<file path="config.mk">
export PLATFORM = sky130hd
export DESIGN_NAME = wb_timer
export DESIGN_NICKNAME = d
export VERILOG_FILES = /design/src/rtl/wb_timer_pkg.sv /design/src/rtl/wb_timer_prescaler.sv /design/src/rtl/wb_timer.sv
export SDC_FILE = /design/constraint.sdc
export NUM_CORES = 1
export LEC_CHECK = 0
export ABC_AREA = 1
export BUFFER_PORTS_ARGS = -buffer_cell sky130_fd_sc_hd__buf_2
export CORE_MARGIN = 2
export CORE_UTILIZATION = 40
export CTS_CLUSTER_SIZE = 20
export DETAILED_ROUTE_END_ITERATION = 6
export GPL_TIMING_DRIVEN = 0
export PLACE_DENSITY = 0.66
export SLEW_MARGIN = 20
export SYNTH_ARGS = -nofsm -noshare
export SYNTH_HDL_FRONTEND = slang
export SYNTH_SLANG_ARGS = --single-unit
export TNS_END_PERCENT = 30
</file>
<file path="constraint.sdc">
create_clock -name wb_clk_i -period 1.66 [get_ports wb_clk_i]
set_input_delay 0.083 -clock wb_clk_i [delete_from_list [all_inputs] [get_ports wb_clk_i]]
set_output_delay 0.083 -clock wb_clk_i [all_outputs]
set_load 0.01 [all_outputs]
</file>
<file path="src/rtl/wb_timer_pkg.sv">
// Shared register offsets, CTRL bit positions and the byte-lane merge helper
// for the Wishbone timer.
package wb_timer_pkg;

  localparam logic [2:0] TMR_CTRL     = 3'd0;
  localparam logic [2:0] TMR_STATUS   = 3'd1;
  localparam logic [2:0] TMR_COUNT    = 3'd2;
  localparam logic [2:0] TMR_COMPARE  = 3'd3;
  localparam logic [2:0] TMR_PRESCALE = 3'd4;

  localparam int CTRL_EN          = 0;
  localparam int CTRL_IRQ_EN      = 1;
  localparam int CTRL_AUTO_RELOAD = 2;

  // Replace only the bytes whose lane enable is set.
  function automatic logic [31:0] sel_merge(input logic [31:0] old_v,
                                            input logic [31:0] new_v,
                                            input logic [3:0]  sel);
    logic [31:0] res;
    res = old_v;
    for (int b = 0; b < 4; b++)
      if (sel[b]) res[b*8 +: 8] = new_v[b*8 +: 8];
    return res;
  endfunction

endpackage

</file>
<file path="src/rtl/wb_timer_prescaler.sv">
// Prescaler: counts enabled cycles and emits a one-cycle tick every
// PRESCALE+1 cycles; a clear zeroes the count and swallows that cycle's tick.
module wb_timer_prescaler
  import wb_timer_pkg::*;
#(
  parameter int PRESCALE_W = 16
) (
  input  logic                  i_clk,
  input  logic                  i_rst,
  input  logic                  i_en,
  input  logic                  i_clr,
  input  logic [PRESCALE_W-1:0] i_prescale,
  output logic                  o_tick
);

  logic [PRESCALE_W-1:0] r_pre_cnt;
  logic                  w_wrap;

  assign w_wrap = (r_pre_cnt == i_prescale);
  assign o_tick = i_en & w_wrap & ~i_clr;

  always_ff @(posedge i_clk) begin
    if (i_rst)       r_pre_cnt <= '0;
    else if (i_clr)  r_pre_cnt <= '0;
    else if (i_en)   r_pre_cnt <= w_wrap ? '0 : r_pre_cnt + PRESCALE_W'(1);
  end

endmodule

</file>
<file path="src/rtl/wb_timer.sv">
// Wishbone B3 classic timer: free-running COUNT with prescaler, COMPARE match
// setting a sticky PEND, and a level interrupt PEND & IRQ_EN.
module wb_timer
  import wb_timer_pkg::*;
#(
  parameter int          PRESCALE_W    = 16,
  parameter logic [31:0] RESET_COMPARE = 32'hFFFF_FFFF
) (
  input  logic        wb_clk_i,
  input  logic        wb_rst_i,
  input  logic [4:0]  wb_adr_i,
  input  logic [31:0] wb_dat_i,
  input  logic [3:0]  wb_sel_i,
  input  logic        wb_we_i,
  input  logic        wb_cyc_i,
  input  logic        wb_stb_i,
  output logic [31:0] wb_dat_o,
  output logic        wb_ack_o,
  output logic        irq_o
);

  logic [2:0]            r_ctrl;
  logic                  r_pend;
  logic [31:0]           r_count;
  logic [31:0]           r_compare;
  logic [PRESCALE_W-1:0] r_prescale;
  logic                  r_ack;
  logic [31:0]           r_dat;

  logic        w_acc, w_wr;
  logic [2:0]  w_reg;
  logic        w_wr_ctrl, w_wr_status, w_wr_count, w_wr_cmp, w_wr_pre;
  logic        w_tick, w_match;
  logic [31:0] w_rdata;
  logic        w_unused_adr;

  assign w_unused_adr = ^wb_adr_i[1:0];

  // The access cycle is the one that raises ack; ack itself blocks a repeat.
  assign w_acc       = wb_cyc_i & wb_stb_i & ~r_ack;
  assign w_wr        = w_acc & wb_we_i;
  assign w_reg       = wb_adr_i[4:2];
  assign w_wr_ctrl   = w_wr && (w_reg == TMR_CTRL);
  assign w_wr_status = w_wr && (w_reg == TMR_STATUS);
  assign w_wr_count  = w_wr && (w_reg == TMR_COUNT);
  assign w_wr_cmp    = w_wr && (w_reg == TMR_COMPARE);
  assign w_wr_pre    = w_wr && (w_reg == TMR_PRESCALE);

  wb_timer_prescaler #(.PRESCALE_W(PRESCALE_W)) u_pre (
    .i_clk      (wb_clk_i),
    .i_rst      (wb_rst_i),
    .i_en       (r_ctrl[CTRL_EN]),
    .i_clr      (w_wr_pre),
    .i_prescale (r_prescale),
    .o_tick     (w_tick)
  );

  // A COMPARE write in the same cycle invalidates the comparison.
  assign w_match = w_tick & (r_count == r_compare) & ~w_wr_cmp;

  always_comb begin
    w_rdata = '0;
    case (w_reg)
      TMR_CTRL:     w_rdata = {29'd0, r_ctrl};
      TMR_STATUS:   w_rdata = {31'd0, r_pend};
      TMR_COUNT:    w_rdata = r_count;
      TMR_COMPARE:  w_rdata = r_compare;
      TMR_PRESCALE: w_rdata = 32'(r_prescale);
      default:      w_rdata = '0;
    endcase
  end

  always_ff @(posedge wb_clk_i) begin
    if (wb_rst_i) begin
      r_ctrl     <= '0;
      r_pend     <= 1'b0;
      r_count    <= '0;
      r_compare  <= RESET_COMPARE;
      r_prescale <= '0;
      r_ack      <= 1'b0;
      r_dat      <= '0;
    end else begin
      r_ack <= w_acc;
      r_dat <= w_acc ? w_rdata : '0;
      if (w_wr_ctrl && wb_sel_i[0]) r_ctrl <= wb_dat_i[2:0];
      if (w_wr_pre)
        r_prescale <= PRESCALE_W'(sel_merge(32'(r_prescale), wb_dat_i, wb_sel_i));
      if (w_wr_cmp) r_compare <= sel_merge(r_compare, wb_dat_i, wb_sel_i);
      if (w_wr_count)
        r_count <= sel_merge(r_count, wb_dat_i, wb_sel_i);
      else if (w_tick)
        r_count <= (w_match && r_ctrl[CTRL_AUTO_RELOAD]) ? '0 : r_count + 32'd1;
      // Match set wins over both clear sources.
      if (w_match)
        r_pend <= 1'b1;
      else if (w_wr_cmp || (w_wr_status && wb_sel_i[0] && wb_dat_i[0]))
        r_pend <= 1'b0;
    end
  end

  assign wb_ack_o = r_ack;
  assign wb_dat_o = r_dat;
  assign irq_o    = r_pend & r_ctrl[CTRL_IRQ_EN];

endmodule

</file>
==> results.json, run 1 <==
{
  "setup_ws_ns": -0.303,
  "syn_to_final_growth_pct": 39.2,
  "wl_um": 27000,
  "synth_nets": 1185,
  "whs_ns": 0.00182,
  "arrival_ns": 2.28,
  "syn_area_mm2": 0.00729,
  "reg2reg_depth": 13,
  "cts_tree": "done",
  "final_cell_mix": "269 x nand2_1, 124 x nor2_1, 103 x inv_1",
  "finalInstanceArea_mm2": 0.0102,
  "cap_viol_max_count": 0,
  "max_freq_ghz": 0.509,
  "drive_gt1_share_pct": 30.6,
  "synth-edff-count": 0,
  "row_count": 49,
  "die_w_um": 139,
  "synthMuxAreaShare_pct": 0,
  "dr_total_vias": 8365,
  "busiest_layer": "met2",
  "wl_per_cell_um": 17.6,
  "nNetsFinal": 1344,
  "placedInstanceArea_mm2": 0.00797,
  "outcome": "finished, violations left",
  "critPathRequiredTime_ns": 1.97,
  "vdd_drop_max_uv": 835,
  "rsz0062_at_grt": "yes",
  "slowest_delay_ns": 0.34,
  "hold_end": "r_compare[23]",
  "synthFlopType": "dfxtp_1",
  "timing.rr.end": "r_count[20]",
  "path_common_cell": "nand2_1",
  "synthTopCellsByArea": "dfxtp_1 37%, nand2_1 17%, nor2_1 7.5%",
  "vias_per_cell": 5.44,
  "path_cells": "inv_1, nand2_1, nand2_1, nor2_1, nand2_1, nor2_2, buf_4, nand3_4, nor2_4, nand3_4, clkbuf_16, nand2_2, a21oi_2",
  "port_buffers": 77,
  "grt_pass1_wl_um": 40600,
  "yosys.area_share.simple_pct": 34.5,
  "worst_pin_slew_ns": 0.897,
  "syn-instance-count": 1137,
  "tns_ns": -9.00,
  "reg2reg_slack_ns": -0.30,
  "start_util_pct": 40.7,
  "synth_top_family_by_area": "simple AND/OR/NAND/NOR gates",
  "fin_crit_sh_pct": 118,
  "path_class": "flop to flop",
  "clock_skew_ns": 0.0118,
  "globalRouteOverflowTotal": 0,
  "ys_types": 41,
  "drt_pre_antenna_iters": 5,
  "violations": "negative setup slack",
  "ys_seq_area_share_pct": 36.5,
  "critPathSlowestCell": "dfxtp_2",
  "relSlewSlack_pct": 40.2,
  "drc": 0,
  "cp-start-kind": "flop",
  "cts_sinks": 133,
  "grt_max_degree": 17,
  "setup_viol": 33,
  "cp_max_fo": 8,
  "cp-end-kind": "flop",
  "power_density_mw_per_mm2": 794,
  "ant_nets": 0,
  "ys_warn_count": 0,
  "die-area_mm2": 0.0193,
  "cts_root_buf": "clkbuf_16",
  "period_needed_ns": 1.96,
  "synth_top_area_share_pct": 36.5,
  "synthAdderAreaFrac_pct": 0.343,
  "min_from": "wb_sel_i[2]",
  "post-place-ws_ns": -0.848,
  "ioPinCount": 80,
  "synth_xor_area_share_pct": 3.00,
  "layout_commonest_cell": "nand2_1",
  "leakage_nw": 4.46,
  "antenna_cells": 0,
  "cts_buffer_depth": 2,
  "antenna_found_initial": 0,
  "maxSlewViolCount": 0,
  "use_met3_pct": 4.90,
  "cts.clk_slew.worst_paths_ns": 0.06,
  "use_met1_pct": 33.5,
  "fin_util_pct": 56.7,
  "synth.avg_cell_area_um2": 6.42,
  "grt_pass1_vias": 7828,
  "insertion_delay_ns": 0.44,
  "track_usage_pct": 26.6,
  "r2r-start": "r_prescale[7]",
  "synth-compound-area-share_pct": 15.6,
  "ys_async_sr_fraction_pct": 0,
  "dp_hpwl_um": 18600,
  "core_mm2": 0.0179,
  "cts_max_level": 4,
  "yosys.area.top_type": "dfxtp_1",
  "synth-seq-cells": 133,
  "gp_congestion": 0.930,
  "use_met2_pct": 44.5,
  "cts_buffers": 17,
  "whs_path_depth": 4,
  "hp-class": "primary input to flop",
  "timing.final.hold_violations": 0,
  "die_h_um": 139,
  "drt_first_iter_violations": 827
}
==> critical path: cells and delay by family, from the launching register on <==
| kind | cells | cell delay [ns] |
|---|---|---|
| AND/OR/NAND/NOR | 9 | 0.99 |
| buffers and inverters | 3 | 0.47 |
| flip-flops | 1 | 0.34 |
| AO/OA/AOI/OAI | 1 | 0.04 |
==> cells by family after synthesis <==
kind of cell,count (synthesis)
flops,133
xor+xnor,25
buf+inv,180
fa+ha+maj,2
compound gates,197
simple gates,600
==> how the worst max path moves through the flow <==
stage	start	end
after floorplan	r_count[0]	r_count[26]
after global routing	r_prescale[7]	r_count[20]
after detailed placement	wb_ack_o	r_count[8]
after global placement	wb_ack_o	r_count[8]
after CTS	u_pre.r_pre_cnt[13]	r_count[10]
final	r_prescale[7]	r_count[20]
==> synthesized netlist by cell type (2+ instances only) <==
| library cell | n |
|---|---|
| a21oi_1 | 77 |
| a221oi_1 | 4 |
| a22oi_1 | 14 |
| a31oi_1 | 2 |
| buf_2 | 15 |
| buf_6 | 5 |
| clkbuf_1 | 20 |
| dfxtp_1 | 133 |
| ha_1 | 2 |
| inv_1 | 130 |
| inv_2 | 7 |
| nand2_1 | 329 |
| nand2_2 | 2 |
| nand3_1 | 65 |
| nand3_2 | 2 |
| nand4_1 | 13 |
| nor2_1 | 146 |
| nor2_2 | 6 |
| nor2_4 | 2 |
| nor3_1 | 21 |
| nor3b_1 | 5 |
| nor4_1 | 3 |
| o211ai_1 | 26 |
| o21ai_0 | 46 |
| o21ai_1 | 8 |
| o22ai_1 | 16 |
| xnor2_1 | 3 |
| xor2_1 | 22 |
==> repair_timing <==
item | in CTS | in global routing
endpoints found under the setup margin | 106 | 95
pin swaps | 14 | 43
gates cloned | 3 | 2
hold buffers | 34 | 0
gates resized for setup | 128 | 202
setup buffers | 17 | 8
hold endpoints to repair | 50 | 0
==> final cells by class <==
class / count / area (µm²)
inverter: 138 / 524
clock buffer: 19 / 453
buffer: 41 / 319
multi-input combinational: 824 / 4540
timing repair buffer: 141 / 1070
fill: 1674 / 7750
tap: 229 / 287
sequential: 133 / 2760
clock inverter: 12 / 201
==> layer usage <==
metal  wire length, µm  vias up
li1                  -     4002
met1             11100     3894
met2             12700      375
met3              1980       94
met4              1270        0
met5                 0        -
==> metrics by stage <==
| step | total power (W) | instances |
|---|---|---|
| 3_5_place_dp | 0.00373 | 1443 |
| 6_report | 0.00806 | 1537 |
| 4_1_cts | 0.00801 | 1527 |
| 3_3_place_gp | 0.00372 | 1443 |
| 5_1_grt | 0.00823 | 1537 |
| 2_1_floorplan | 0.00353 | 1137 |
==> state kept, by name, indices dropped and copies added, names as in the netlist <==
| name | cells |
|---|---|
| u_pre.r_pre_cnt | 16 |
| r_ctrl | 3 |
| r_prescale | 16 |
| wb_ack_o | 1 |
| r_count | 32 |
| wb_dat_o | 32 |
| r_pend | 1 |
| r_compare | 32 |
==> where the power goes <==
group	total [W]	switching (W)	internal, W	leakage [nW]
Clock	0.00429	0.00155	0.00274	0.315
Sequential	0.00323	0.0000290	0.00320	1.10
Combinational	0.000549	0.000339	0.000211	3.04
Total	0.00806	0.00191	0.00615	4.46
Power figures use the tool's default switching activity.
==> run 2: changes to the inputs <==
Settings changed: BUFFER_PORTS_ARGS -buffer_cell sky130_fd_sc_hd__buf_2 to not set, DONT_BUFFER_PORTS set to 1, PLACE_DENSITY 0.66 to 0.52.
==> run 2 against run 1 <==
Effect of this change:
- the run ends with negative hold slack, negative setup slack left
- die area did not move
- first-iteration DRC count fell by 32%
- utilization fell by 1.1 points
- sequential cell count did not move
- combinational power fell by 13%
- final cell count fell by 3.3%
- critical path depth fell by 2
- routed wire length rose by 2.5%
- register-to-register slack improved by 0.13 ns
==> results.json, run 2 (synthesis results as in run 1) <==
{
  "outcome": "finished, violations left",
  "violations": "negative hold slack, negative setup slack",
  "layout_commonest_cell": "nand2_1",
  "placedInstanceArea_mm2": 0.00758,
  "cts_root_buf": "clkbuf_16",
  "cap_viol_max_count": 0,
  "globalRouteOverflowTotal": 0,
  "drc": 0,
  "hp-class": "primary input to flop",
  "drt_first_iter_violations": 566,
  "worst_pin_slew_ns": 0.795,
  "arrival_ns": 2.19,
  "antenna_found_initial": 0,
  "clock_skew_ns": 0.0157,
  "setup_viol": 39,
  "pwr-share-comb_pct": 6.4,
  "leakage_nw": 4.27,
  "vias_per_cell": 5.31,
  "critPathSlowestCell": "dfxtp_2",
  "start_util_pct": 40.7,
  "path_class": "flop to flop",
  "track_usage_pct": 27.8,
  "grt_pass1_vias": 7400,
  "cts_tree": "done",
  "die-area_mm2": 0.0193,
  "p_sw_share_pct": 25.7,
  "fin_crit_sh_pct": 111,
  "nNetsFinal": 1294,
  "wl_um": 27700,
  "pwr-share-clk_pct": 50.3,
  "port_buffers": 0,
  "drive_gt1_share_pct": 30.1,
  "dr_total_vias": 7900,
  "cp-end-kind": "flop",
  "path_cells": "nor2_4, nand2_4, nor2_4, nor2_1, nand2_2, nor2_4, nand3_4, buf_6, buf_8, nand2_2, a21oi_1",
  "cts_max_level": 4,
  "power_frac_seq_pct": 43.3,
  "row_count": 49,
  "slowest_delay_ns": 0.35,
  "core_mm2": 0.0179,
  "finalInstanceArea_mm2": 0.00996,
  "timing.final.hold_violations": 1,
  "p_int_w": 0.00553,
  "stdcell_count": 1487,
  "syn_to_final_growth_pct": 36.5,
  "setup_ws_ns": -0.174,
  "reg2reg_slack_ns": -0.17,
  "critPathRequiredTime_ns": 2.02,
  "grt_pass1_wl_um": 41400,
  "grt_max_degree": 17,
  "rsz0062_at_grt": "yes",
  "die_h_um": 139,
  "antenna_cells": 0,
  "gp_congestion": 0.935,
  "die_w_um": 139,
  "final_cell_mix": "262 x nand2_1, 114 x nor2_1, 89 x inv_1",
  "cp_max_fo": 5,
  "period_needed_ns": 1.83,
  "cts.clk_slew.worst_paths_ns": 0.06,
  "ioPinCount": 80,
  "vdd_drop_max_uv": 701,
  "post-place-ws_ns": -0.857,
  "switching_power_w": 0.00191,
  "path_common_cell": "nor2_4",
  "cts_sinks": 133,
  "insertion_delay_ns": 0.44,
  "dpl.cell_count": 1366,
  "ant_nets": 0,
  "power_density_mw_per_mm2": 747,
  "max_freq_ghz": 0.545,
  "dp_hpwl_um": 19500,
  "cp-start-kind": "flop",
  "whs_ns": -0.0237,
  "cts_buffers": 17,
  "maxSlewViolCount": 0,
  "drt_pre_antenna_iters": 5,
  "cts_buffer_depth": 2,
  "wl_per_cell_um": 18.6,
  "relSlewSlack_pct": 47.0,
  "total_power_w": 0.00744
}
==> run 2: power groups by stage <==
stage | registers [W] | clock network, W | logic, W
after floorplan | 0.00331 | 0 | 0.000216
after global placement | 0.00332 | 0 | 0.000318
after detailed placement | 0.00332 | 0 | 0.000319
after CTS | 0.00323 | 0.00376 | 0.000450
after global routing | 0.00322 | 0.00388 | 0.000515
final | 0.00322 | 0.00374 | 0.000479
==> run 2: area by class of cell <==
class	instances	area (µm²)
Buffer	41	303
Tap cell	229	287
Clock inverter	11	103
Fill cell	1798	7940
Sequential cell	133	2790
Clock buffer	20	467
Timing Repair Buffer	90	942
Inverter	138	542
Multi-Input combinational cell	825	4520
==> run 2: per-layer routing <==
metal	track usage (%)	share of wire [%]
met1	34.1	43
met5	0	0
met3	5.35	4.8
met4	10.2	2.6
met2	48.5	49
==> run 2: repair_timing <==
item	4_1_cts	5_1_grt
gates cloned	6	1
resized for setup	198	163
endpoints found under the setup margin	106	80
pin swaps	33	39
hold endpoints to repair	91	0
setup buffers	28	18
hold buffers	38	0
==> run 2: final timing paths <==
| check | startpoint | to | cells after the start |
|---|---|---|---|
| worst max register to register | wb_ack_o | r_count[15] | 11 |
| worst max-delay path | wb_ack_o | r_count[15] | 11 |
| worst min register to register | r_prescale[15] | r_prescale[15] | 2 |
| worst min-delay path | wb_sel_i[1] | r_prescale[8] | 3 |
==> run 2: through the flow <==
stage	TNS, ns	hold slack [ns]	util, %
final	-5.15	-0.0237	55.6
after global routing	-9.66	0.0165	55.6
after CTS	-5.25	0.00113	52.4
after detailed placement	-61.15	0.158	42.3
after global placement	-69.68	0.154	42.3
after floorplan	0	0.152	-
==> run 2: worst max-delay path, delay by kind of cell (launching register included) <==
family | cells | cell delay, ns
compound gates | 1 | 0.13
buf+inv | 2 | 0.26
flops | 1 | 0.35
simple gates | 8 | 0.99
==> run 3: changes to the inputs <==
Settings changed: CORE_ASPECT_RATIO set to 0.75, GPL_ROUTABILITY_DRIVEN set to 0.
==> run 3 against run 2 <==
Effect of this change:
- the flow finishes with violations (negative setup slack)
- critical endpoint is now r_count[4]
- critical path depth shrank 1
- non-clock buffer count shrank 8
- clock skew shrank 0.0049 ns
- first-iteration DRC count grew 51%
- die area about the same
- highest routed layer is now met5
- routed wire length up 2.0%
==> results.json, run 3 (synthesis results as in run 1) <==
{
  "cts_max_level": 4,
  "wl_met3_um": 2850,
  "start_util_pct": 41.1,
  "crit_start": "wb_ack_o",
  "cp_max_fo": 10,
  "drt_pre_antenna_iters": 6,
  "cap_viol_max_count": 0,
  "p_int_w": 0.00569,
  "antenna_found_initial": 1,
  "relSlewSlack_pct": 39.1,
  "final_cell_mix": "265 x nand2_1, 112 x nor2_1, 89 x inv_1",
  "drc": 0,
  "grt_max_degree": 17,
  "setup_viol": 42,
  "layout_commonest_cell": "nand2_1",
  "insertion_delay_ns": 0.43,
  "vdd_drop_max_uv": 556,
  "finalInstanceArea_mm2": 0.00994,
  "grt_pass1_wl_um": 42800,
  "die_h_um": 121,
  "placedInstanceArea_mm2": 0.00760,
  "p_sw_share_pct": 25.2,
  "critPathRequiredTime_ns": 2.01,
  "core_mm2": 0.0178,
  "track_usage_pct": 29.0,
  "syn_to_final_growth_pct": 36.3,
  "routed-wl-met2_um": 11000,
  "leakage_nw": 4.13,
  "vias_per_cell": 5.45,
  "violations": "negative setup slack",
  "cts.clk_slew.worst_paths_ns": 0.06,
  "path_class": "flop to flop",
  "drt-met1-wl_um": 14000,
  "fillers": 1781,
  "max_freq_ghz": 0.539,
  "cts_buffer_depth": 2,
  "ioPinCount": 80,
  "pwr-share-clk_pct": 51.2,
  "die_w_um": 160,
  "ant_nets": 0,
  "cts_tree": "done",
  "power_frac_seq_pct": 42.3,
  "r2r-start": "wb_ack_o",
  "nNetsFinal": 1285,
  "globalRouteOverflowTotal": 0,
  "clock_skew_ns": 0.0107,
  "power_density_mw_per_mm2": 765,
  "fin_crit_sh_pct": 112,
  "arrival_ns": 2.20,
  "timing.rr.end": "r_count[4]",
  "cts_buffers": 17,
  "port_buffers": 0,
  "crit_end": "r_count[4]",
  "maxSlewViolCount": 0,
  "setup_ws_ns": -0.194,
  "timing.final.hold_violations": 0,
  "hp-class": "primary input to flop",
  "cts_sinks": 133,
  "routed.top_layer": "met5",
  "cp-end-kind": "flop",
  "grt_pass1_vias": 7431,
  "worst_pin_slew_ns": 0.914,
  "total_power_w": 0.00761,
  "wl_per_cell_um": 19.0,
  "tns_ns": -4.45,
  "antenna_cells": 0,
  "dp_hpwl_um": 20200,
  "row_count": 42,
  "cts_root_buf": "clkbuf_16",
  "cp-start-kind": "flop",
  "pwr-share-comb_pct": 6.5,
  "reg2reg_slack_ns": -0.19,
  "outcome": "finished, violations left",
  "reg2reg_depth": 10,
  "die-area_mm2": 0.0193,
  "drive_gt1_share_pct": 29.6,
  "period_needed_ns": 1.85,
  "switching_power_w": 0.00191,
  "drt_first_iter_violations": 853,
  "wl_um": 28300,
  "rsz0062_at_grt": "yes",
  "dr_total_vias": 8124
}
[run 3: worst min-delay path by stage]
| stage | endpoint | start | cells after the start |
|---|---|---|---|
| floorplan | r_pend | wb_rst_i | 1 |
| global placement | r_pend | wb_rst_i | 1 |
| detailed placement | r_pend | wb_rst_i | 1 |
| CTS | wb_dat_o[8] | wb_adr_i[4] | 4 |
| global route | wb_dat_o[8] | wb_adr_i[4] | 4 |
| finish | wb_dat_o[8] | wb_adr_i[4] | 4 |
[run 3: power by group through the flow]
stage | registers [W] | clock network (W) | logic, W
6_report | 0.00322 | 0.00389 | 0.000498
4_1_cts | 0.00324 | 0.00392 | 0.000449
3_5_place_dp | 0.00332 | 0 | 0.000322
2_1_floorplan | 0.00331 | 0 | 0.000216
5_1_grt | 0.00322 | 0.00406 | 0.000535
3_3_place_gp | 0.00332 | 0 | 0.000323
[run 3: critical path, stage by stage, from the launching register on]
cell and delay [ns]:
dfxtp_2 0.34, nor2_4 0.16, nand2_4 0.13, nor2_4 0.26, nor2_1 0.10, nand2_2 0.13
nor2_4 0.07, nand3_4 0.16, buf_6 0.19, nand2_1 0.07, a21oi_1 0.14
[run 3: metrics by stage]
| step | hold WS, ns | cells | utilization (%) | setup slack [ns] |
|---|---|---|---|---|
| 4_1_cts | 0.00936 | 1474 | 51.7 | -0.162 |
| 2_1_floorplan | 0.152 | 1137 | - | 0.00479 |
| 3_3_place_gp | 0.154 | 1379 | 42.8 | -0.996 |
| 6_report | 0.0277 | 1492 | 56.0 | -0.194 |
| 3_5_place_dp | 0.155 | 1379 | 42.8 | -0.983 |
| 5_1_grt | 0.0360 | 1492 | 56.0 | -0.270 |
[run 3: what timing repair did]
action,in CTS,in global routing
hold buffers,39,0
hold endpoints to repair,94,0
pin swaps,22,43
gates cloned,2,2
setup buffers,23,17
gates resized for setup,167,225
setup endpoints to repair,108,79
[run 3: final cells by class]
type,count,area (µm²),area share (%)
buffer,40,297,2.98
inverter,138,546,5.49
tap,242,303,3.05
multi-input combinational,824,4580,46.1
sequential,133,2810,28.3
timing repair buffer,83,810,8.14
clock buffer,21,470,4.73
clock inverter,11,126,1.27
[run 3: per-layer routing]
| layer | vias up | track usage, % |
|---|---|---|
| li1 | 3899 | - |
| met1 | 3812 | 45.2 |
| met2 | 378 | 39.4 |
| met3 | 33 | 7.28 |
| met4 | 2 | 6.53 |
| met5 | - | 0 |
